### config.mk
export PLATFORM = sky130hd
export DESIGN_NAME = seq_nrdiv_flat
export DESIGN_NICKNAME = d
export VERILOG_FILES = /design/src/rtl/nrdiv_pkg.sv /design/src/rtl/seq_nrdiv_if.sv /design/src/rtl/nrdiv_step.sv /design/src/rtl/seq_nrdiv.sv /design/src/flat_wrapper.sv
export SDC_FILE = /design/constraint.sdc
export NUM_CORES = 1
export LEC_CHECK = 0
export ABC_AREA = 1
export BUFFER_PORTS_ARGS = -buffer_cell sky130_fd_sc_hd__buf_2
export CORE_MARGIN = 8
export CORE_UTILIZATION = 55
export CTS_CLUSTER_SIZE = 24
export DETAILED_ROUTE_END_ITERATION = 8
export PLACE_DENSITY = 0.78
export SETUP_SLACK_MARGIN = 0.1
export SLEW_MARGIN = 10
export SYNTH_ARGS = -nofsm -noshare
export SYNTH_HDL_FRONTEND = slang
export SYNTH_SLANG_ARGS = --single-unit
### constraint.sdc
create_clock -name clk -period 2.64 [get_ports clk]
set_clock_uncertainty 0.1 [all_clocks]
set_input_delay 0.264 -clock clk [delete_from_list [all_inputs] [get_ports clk]]
set_output_delay 0.264 -clock clk [all_outputs]
set_load 0.05 [all_outputs]
### src/rtl/nrdiv_pkg.sv
// Shared types for the sequential non-restoring divider: FSM state encoding
// and the iteration-counter width helper.
package nrdiv_pkg;

  typedef enum logic [1:0] {
    IDLE = 2'd0,
    CALC = 2'd1,
    FIX  = 2'd2,
    DONE = 2'd3
  } state_t;

  // Counter runs DW-1 down to 0, so it needs $clog2(DW) bits (DW >= 2).
  function automatic int cnt_w(input int dw);
    return $clog2(dw);
  endfunction

endpackage

### src/rtl/seq_nrdiv_if.sv
// Operand/result handshake bundle for seq_nrdiv. The is_signed operand only
// exists when NRDIV_SIGNED_EN is defined.
//
// Handshake: a transfer happens on a rising clk edge where valid and ready are
// both 1; the producer holds valid and data steady until then, and the
// consumer may change ready freely.
interface seq_nrdiv_if #(
  parameter int DW = 8,
  parameter int VW = 4
);
  logic          in_valid;
  logic          in_ready;
  logic [DW-1:0] dividend;
  logic [VW-1:0] divisor;
  logic          out_valid;
  logic          out_ready;
  logic [DW-1:0] quotient;
  logic [VW-1:0] remainder;
  logic          div_by_zero;
`ifdef NRDIV_SIGNED_EN
  logic          is_signed;

  modport master (
    output in_valid, dividend, divisor, is_signed, out_ready,
    input  in_ready, out_valid, quotient, remainder, div_by_zero
  );
  modport slave (
    input  in_valid, dividend, divisor, is_signed, out_ready,
    output in_ready, out_valid, quotient, remainder, div_by_zero
  );
`else
  modport master (
    output in_valid, dividend, divisor, out_ready,
    input  in_ready, out_valid, quotient, remainder, div_by_zero
  );
  modport slave (
    input  in_valid, dividend, divisor, out_ready,
    output in_ready, out_valid, quotient, remainder, div_by_zero
  );
`endif
endinterface

### src/rtl/nrdiv_step.sv
// One non-restoring division iteration: shift the partial remainder, bring in
// a dividend bit, then add or subtract the divisor depending on its sign.
module nrdiv_step #(
  parameter int VW = 4
) (
  input  logic [VW:0]   pr,
  input  logic [VW-1:0] divisor,
  input  logic          bit_in,
  output logic [VW:0]   pr_next,
  output logic          q_bit
);

  // One extra bit of headroom holds 2*pr+bit before the divisor pulls it back
  // into [-divisor, divisor).
  logic [VW+1:0] shifted;
  logic [VW+1:0] dext;
  logic [VW+1:0] sum;

  always_comb begin
    shifted = {pr, bit_in};
    dext    = {2'b00, divisor};
    sum     = pr[VW] ? (shifted + dext) : (shifted - dext);
    pr_next = sum[VW:0];
    q_bit   = ~sum[VW+1];
  end

endmodule

### src/rtl/seq_nrdiv.sv
// Sequential non-restoring divider, one quotient bit per cycle.
// Define NRDIV_SIGNED_EN to add the is_signed operand (two's-complement,
// truncating division); latency is the same in both builds.
module seq_nrdiv
  import nrdiv_pkg::*;
#(
  parameter int DW = 8,
  parameter int VW = 4
) (
  input  logic        clk,
  input  logic        rst,
  seq_nrdiv_if.slave  bus,
  output state_t      state_dbg
);

  localparam int CW = cnt_w(DW);

  state_t        state;
  logic [CW-1:0] cnt;
  logic [VW:0]   pr;
  logic [VW:0]   pr_next;
  logic [DW-1:0] acc;
  logic [VW-1:0] dvs;
  logic          q_bit;
  logic          neg_q;
  logic          neg_r;
  logic [DW-1:0] quot_r;
  logic [VW-1:0] rem_r;
  logic          dbz_r;
  logic          out_valid_r;
  logic          in_ready_r;

  logic          dend_neg;
  logic          dvs_neg;
  logic [DW-1:0] dend_mag;
  logic [VW-1:0] dvs_mag;
  logic [VW-1:0] fix_rem;

`ifdef NRDIV_SIGNED_EN
  // Signed operands are divided as magnitudes; signs are reapplied in FIX.
  always_comb begin
    dend_neg = bus.is_signed & bus.dividend[DW-1];
    dvs_neg  = bus.is_signed & bus.divisor[VW-1];
    dend_mag = dend_neg ? -bus.dividend : bus.dividend;
    dvs_mag  = dvs_neg ? -bus.divisor : bus.divisor;
  end
`else
  always_comb begin
    dend_neg = 1'b0;
    dvs_neg  = 1'b0;
    dend_mag = bus.dividend;
    dvs_mag  = bus.divisor;
  end
`endif

  // A negative final partial remainder is off by exactly one divisor.
  always_comb begin
    fix_rem = pr[VW] ? (pr[VW-1:0] + dvs) : pr[VW-1:0];
  end

  nrdiv_step #(.VW(VW)) u_step (
    .pr      (pr),
    .divisor (dvs),
    .bit_in  (acc[DW-1]),
    .pr_next (pr_next),
    .q_bit   (q_bit)
  );

  // acc starts as the dividend and fills with quotient bits as it shifts out.
  always_ff @(posedge clk) begin
    if (rst) begin
      state       <= IDLE;
      cnt         <= '0;
      pr          <= '0;
      acc         <= '0;
      dvs         <= '0;
      neg_q       <= 1'b0;
      neg_r       <= 1'b0;
      quot_r      <= '0;
      rem_r       <= '0;
      dbz_r       <= 1'b0;
      out_valid_r <= 1'b0;
      in_ready_r  <= 1'b1;
    end else begin
      case (state)
        IDLE: begin
          if (bus.in_valid && in_ready_r) begin
            in_ready_r <= 1'b0;
            if (bus.divisor == '0) begin
              quot_r      <= '1;
              rem_r       <= bus.dividend[VW-1:0];
              dbz_r       <= 1'b1;
              out_valid_r <= 1'b1;
              state       <= DONE;
            end else begin
              acc   <= dend_mag;
              dvs   <= dvs_mag;
              neg_q <= dend_neg ^ dvs_neg;
              neg_r <= dend_neg;
              pr    <= '0;
              cnt   <= CW'(DW - 1);
              dbz_r <= 1'b0;
              state <= CALC;
            end
          end
        end
        CALC: begin
          pr  <= pr_next;
          acc <= {acc[DW-2:0], q_bit};
          if (cnt == '0) begin
            state <= FIX;
          end else begin
            cnt <= cnt - 1'b1;
          end
        end
        FIX: begin
          quot_r      <= neg_q ? -acc : acc;
          rem_r       <= neg_r ? -fix_rem : fix_rem;
          out_valid_r <= 1'b1;
          state       <= DONE;
        end
        DONE: begin
          if (bus.out_ready) begin
            out_valid_r <= 1'b0;
            in_ready_r  <= 1'b1;
            state       <= IDLE;
          end
        end
        default: state <= IDLE;
      endcase
    end
  end

  assign bus.in_ready    = in_ready_r;
  assign bus.out_valid   = out_valid_r;
  assign bus.quotient    = quot_r;
  assign bus.remainder   = rem_r;
  assign bus.div_by_zero = dbz_r;
  assign state_dbg       = state;

endmodule

### src/flat_wrapper.sv
// flat-port wrapper written by rule: the top's interface ports become plain ports
module seq_nrdiv_flat import nrdiv_pkg::*;
#(
  parameter int DW = 8,
  parameter int VW = 4
)
  (clk, rst, state_dbg, bus_in_valid, bus_dividend, bus_divisor, bus_out_ready, bus_in_ready, bus_out_valid, bus_quotient, bus_remainder, bus_div_by_zero);
  seq_nrdiv_if #(.DW(DW), .VW(VW)) bus_i ();
  input  logic clk;
  input  logic rst;
  output state_t state_dbg;
  input wire logic [$bits(bus_i.in_valid)-1:0] bus_in_valid;
  input wire logic [$bits(bus_i.dividend)-1:0] bus_dividend;
  input wire logic [$bits(bus_i.divisor)-1:0] bus_divisor;
  input wire logic [$bits(bus_i.out_ready)-1:0] bus_out_ready;
  output wire logic [$bits(bus_i.in_ready)-1:0] bus_in_ready;
  output wire logic [$bits(bus_i.out_valid)-1:0] bus_out_valid;
  output wire logic [$bits(bus_i.quotient)-1:0] bus_quotient;
  output wire logic [$bits(bus_i.remainder)-1:0] bus_remainder;
  output wire logic [$bits(bus_i.div_by_zero)-1:0] bus_div_by_zero;
  assign bus_i.in_valid = bus_in_valid;
  assign bus_i.dividend = bus_dividend;
  assign bus_i.divisor = bus_divisor;
  assign bus_i.out_ready = bus_out_ready;
  assign bus_in_ready = bus_i.in_ready;
  assign bus_out_valid = bus_i.out_valid;
  assign bus_quotient = bus_i.quotient;
  assign bus_remainder = bus_i.remainder;
  assign bus_div_by_zero = bus_i.div_by_zero;
  seq_nrdiv #(.DW(DW), .VW(VW)) u_core (.clk(clk), .rst(rst), .bus(bus_i), .state_dbg(state_dbg));
endmodule
==> Word-level counts from Yosys, hierarchy flattened <==
Index checks and enable logic that the tools add are counted.
{ "classes": {"n_addsub": 4, "n_eq_ne": 9, "n_mux": 31, "bitwise": 2, "reduce_logical": 16} }
{ "op_table": {"columns": ["operator", "n"], "rows": [
  ["2-to-1 mux 8 bit", 4],
  ["one-hot mux 8 bit (2 select lines)", 2],
  ["AND reduction 3 bit", 5],
  ["2-to-1 mux 4 bit", 3],
  ["2-to-1 mux 5 bit", 2],
  ["one-hot mux 5 bit (2 select lines)", 1],
  ["2-to-1 mux 3 bit", 3],
  ["2-to-1 mux 2 bit", 4],
  ["one-hot mux 2 bit (4 select lines)", 1],
  ["one-hot mux 4 bit (2 select lines)", 1],
  ["AND reduction 4 bit", 2],
  ["adder 6 x 4 -> 6 bit", 1],
  ["2-to-1 mux 1 bit", 6],
  ["2-to-1 mux 6 bit", 1],
  ["!= test 2 x 1 -> 1 bit (second input constant)", 3],
  ["!= test 2 bit (second input constant)", 3],
  ["one-hot mux 3 bit (2 select lines)", 1],
  ["nonzero test 2 bit", 3],
  ["subtractor 6 x 4 -> 6 bit", 1],
  ["adder 4 bit", 1],
  ["== test 2 bit (second input constant)", 2],
  ["logical NOT 4 bit", 1],
  ["logical NOT 3 bit", 1],
  ["one-hot mux 1 bit (3 select lines)", 1],
  ["8 further kinds", 9]
]} }
{ "word_totals": {"ff_bits": 37, "in_bits": 16, "output_inout_bits": 17, "wordCells": 72} }

==> Logic depth before layout (Yosys ltp) <==
{ "depth": {"depth_word": 4, "depth_mapped": 13, "ltp_nobuf": 13} }

==> Hierarchy <==
A second synthesis with hierarchy kept.
{ "unflattened": {"cells_unflattened": 315, "hier_area_um2": 2213.4} }
{ "by_module_without_submodules": {"columns": ["mod", "n_inst", "cells_each", "area_each_um2", "seq_area_each_um2"], "rows": [
  ["seq_nrdiv", 1, 265, 1889.3, 740.7],
  ["nrdiv_step", 1, 50, 324.1, 0.0]
]} }

==> Least setup slack after synthesis <==
No wires, ideal clock.
{ "synth_path": {"kind": "register -> register", "start": "register u_core.dvs[1]", "end": "register u_core.pr[4]", "setup_ns": 0.129, "t_arrival_ns": 1.883, "required_time_ns": 2.411, "setup_slack_ns": 0.528, "stages_incl_launch_ff": 14, "n_path_buf": 0, "period_less_slack_ns": 2.112, "cell_sequence": "dfxtp_1 inv_1 ha_1 inv_1 o21ai_0 inv_1 fa_1 inv_1 nand3_1 nand2_1 xor2_1 nor2_1 nor2_1 nor2_1"} }
{ "synth_via": {"elab_chain_cells": 3, "word_cells_on_any_way": 4, "classes_between": "add/sub (2); mux (2)"} }
{ "synth_rtl": {"columns": ["item", "line", "text"], "rows": [
  ["start, declared", "seq_nrdiv.sv:23", "logic [VW-1:0] dvs;"],
  ["start signal, assigned", "seq_nrdiv.sv:97", "dvs <= dvs_mag;"],
  ["subtractor 6 x 4 -> 6 bit or adder 6 x 4 -> 6 bit (tied branches)", "nrdiv_step.sv:22", "sum = pr[VW] ? (shifted + dext) : (shifted - dext);"],
  ["2-to-1 mux 6 bit *", "nrdiv_step.sv:22", null],
  ["one-hot mux 5 bit (2 select lines) *", "seq_nrdiv.sv:85", "case (state)"],
  ["end signal, assigned", "seq_nrdiv.sv:108", "pr <= pr_next;"],
  ["end, declared", "seq_nrdiv.sv:20", "logic [VW:0] pr;"]
]} }
Every way passes the cells marked *; elsewhere a longest branch is shown, timed or not.
A chain may end at the register's enable or synchronous reset.

==> Worst setup path in the final report <==
Ends and elaborated chain as after synthesis.

==> metrics.yaml <==
global_routing:
  grt_pass1_wl_mm: 9.13
  grt_max_degree: 21
  antenna_found_initial: 0
  use_met3: 0.0490
  grt_pass1_vias: 2069
  grt-busiest-layer: "met2"
  use_met2: 0.299
  grt-ovfl-total: 0
  grt_use_total: 0.180
  met1_usage: 0.221
yosys:
  ys.warnings.count: 0
  syn-cell-area_um2: 2150
  ys.flop_type: "dfxtp_1"
  synth_cell_type_count: 32
  async_flop_share: 0
  synth_edf_count: 0
  synth_nets: 344
  ys_seq_elements: 37
  syn_area_per_cell_um2: 6.93
  syn_inst: 311
  ys_seq_area_frac: 0.344
cells_and_area:
  drive_above_1_share: 0.154
  area_growth_pct: 15.4
  n_antenna_cell: 0
  nets: 377
  final_util: 0.669
placed_design:
  place_hpwl_mm: 4.01
  place_congestion: 0.900
  portBuffers: 32
clock_tree:
  postCtsHoldBufs: 0
  numClockSinks: 37
  root_buffer: "clkbuf_8"
  numCtsBuffers: 5
  clk_pin_slew_ns: 0.08
  clock_path_buffers: 2
  post_cts_buffers: 0
  cts-resized-gates: 0
  h-tree-depth: 2
  cts_tree: "yes"
  clk_latency_ns: 0.29
worst_setup_path:
  cpMostUsedCell: "inv_1"
  slowest_delay_ns: 0.42
  worstSetupPathType: "flop to flop"
  regToRegSetupSlack_ns: 0.36
  timing.rr.end: "u_core.pr[4]"
  cp_slowest_cell: "fa_1"
  end_kind: "flop"
  worst-path-buf-inv: 4
  critPathMaxFanout: 4
  cp_top_family: "adder cells"
  rr_startpoint: "u_core.dvs[1]"
  cp-start-kind: "flop"
  arrival_ns: 2.36
  path_cells: "inv_1 -> ha_1 -> inv_1 -> o21ai_1 -> inv_1 -> fa_1 -> inv_1 -> nand3_1 -> nand2_1 -> xor2_1 -> nor2_1 -> nor2_1 -> nor2_1"
  reg2reg_depth: 13
  required_ns: 2.71
min_path:
  whs_path_depth: 3
  whs_endpoint: "u_core.dvs[3]"
  hp-class: "input pin to flop"
  worstHoldStart: "bus_divisor[3]"
die:
  die_w_um: 78.6
  die_h_um: 78.6
  pin_count: 33
  row_count: 22
  start_util: 0.580
  core_area_um2: 3720
  die-area_um2: 6180
timing:
  max_slew_margin: 0.628
  worstMarginPinSlew_ns: 0.554
  finalCriticalPeriod_ns: 2.28
  finalCritPeriodShare: 0.865
  setup_tns_ns: 0
  fmax_mhz: 438
  slew_violations: 0
  hold_violations: 0
  rsz0062_at_grt: "no"
  setup_viol: 0
routing:
  ant_nets: 0
  wl_per_cell_um: 13.7
  wl_mm: 5.37
  drc: 0
  vias_per_cell: 5.40
  vias: 2122
  drtIter0Drc: 166
  dr.pass1.iters: 4
status:
  status: "complete, no violations"
power:
  p_per_area_nw_per_um2: 1230
  leakage_nw: 1.20
  vdd_ir_drop_max_mv: 0.804
job:
  drv_cap: 0
## layer usage
layer | share of wire | vias up
met5 | 0 | -
li1 | - | 1081
met4 | 0.010 | 0
met3 | 0.078 | 8
met2 | 0.47 | 74
met1 | 0.44 | 959
## cells in the final DEF, fill, tap and decap left out, types with 2 or more instances in the layout
master / count
nand4_1: 2
o21ai_0: 24
nor2_1: 22
clkinv_1: 2
dfxtp_1: 37
nor3_1: 9
a21oi_2: 2
a31oi_1: 2
buf_2: 32
nand2_1: 77
a21oi_1: 25
bufinv_16: 2
fa_1: 2
xor2_1: 2
o22ai_1: 2
inv_1: 36
buf_4: 5
nand3_1: 29
clkbuf_8: 5
ha_1: 15
## worst reg2reg max path: cells and delay by family (launching register included)
family / cells / cell delay [ns]
buf+inv: 4 / 0.30
compound gates: 1 / 0.18
flops: 1 / 0.39
fa+ha+maj: 2 / 0.70
xor+xnor: 1 / 0.15
simple gates: 5 / 0.35
## cell usage after synthesis (all sizes together) (2+ instances only)
master / count / area share
clkbuf: 5 / 0.0093
o21ai: 25 / 0.058
xor2: 2 / 0.0081
fa: 2 / 0.019
o22ai: 2 / 0.0058
inv: 37 / 0.064
nand2: 79 / 0.14
a21oi: 27 / 0.066
dfxtp: 37 / 0.34
clkinv: 2 / 0.0035
buf: 6 / 0.018
nor3: 9 / 0.021
ha: 15 / 0.087
a31oi: 2 / 0.0058
nor2: 23 / 0.048
nand3: 30 / 0.072
nand4: 2 / 0.0058
## worst max-delay path by stage
stage             startpoint  cells past startpoint           end
3_5_place_dp   u_core.dvs[1]                     13  u_core.pr[4]
5_1_grt        u_core.dvs[1]                     13  u_core.pr[4]
3_3_place_gp   u_core.dvs[1]                     13  u_core.pr[4]
2_1_floorplan  u_core.dvs[1]                     13  u_core.pr[4]
4_1_cts        u_core.dvs[1]                     13  u_core.pr[4]
6_report       u_core.dvs[1]                     13  u_core.pr[4]
## logic make-up after synthesis
group | Yosys count | synth area share
AO/OA/AOI/OAI | 59 | 0.148
XOR/XNOR | 3 | 0.0122
adder cells (fa/ha/maj) | 17 | 0.106
buffers and inverters | 50 | 0.0952
flip-flops | 37 | 0.344
AND/OR/NAND/NOR | 145 | 0.295
## area by class of cell
cell class | instances | area [um^2]
Clock buffer | 5 | 68.8
Clock inverter | 3 | 65.1
Fill cell | 355 | 1230
Inverter | 39 | 146
Multi-Input combinational cell | 224 | 1210
Sequential cell | 37 | 741
Tap cell | 48 | 60.1
Timing Repair Buffer | 37 | 198
## power breakdown
group,internal [mW],switching (mW)
Clock,0.375,0.210
Sequential,0.752,0.121
Combinational,0.459,1.15
## metrics by stage
| step | total power [mW] | area, um^2 | std cells | setup slack, ns | hold WS [ns] |
|---|---|---|---|---|---|
| 3_5_place_dp | 2.48 | 2350 | 385 | 0.284 | 0.344 |
| 2_1_floorplan | 2.11 | 2150 | 311 | 0.528 | 0.303 |
| 3_3_place_gp | 2.45 | 2350 | 385 | 0.450 | 0.347 |
| 5_1_grt | 3.29 | 2490 | 393 | 0.144 | 0.121 |
| 4_1_cts | 3.07 | 2490 | 393 | 0.279 | 0.113 |
| 6_report | 3.06 | 2490 | 393 | 0.356 | 0.112 |
## registers in the layout, summed over array words and instances, names as in the netlist
signal                  cells
u_core.bus.remainder        4
u_core.cnt                  3
u_core.bus.quotient         8
u_core.bus.out_valid        1
u_core.bus.div_by_zero      1
u_core.pr                   5
u_core.dvs                  4
u_core.state_dbg            2
u_core.acc                  8
u_core.bus.in_ready         1
Note: power is estimated with default switching activity, not from simulation.
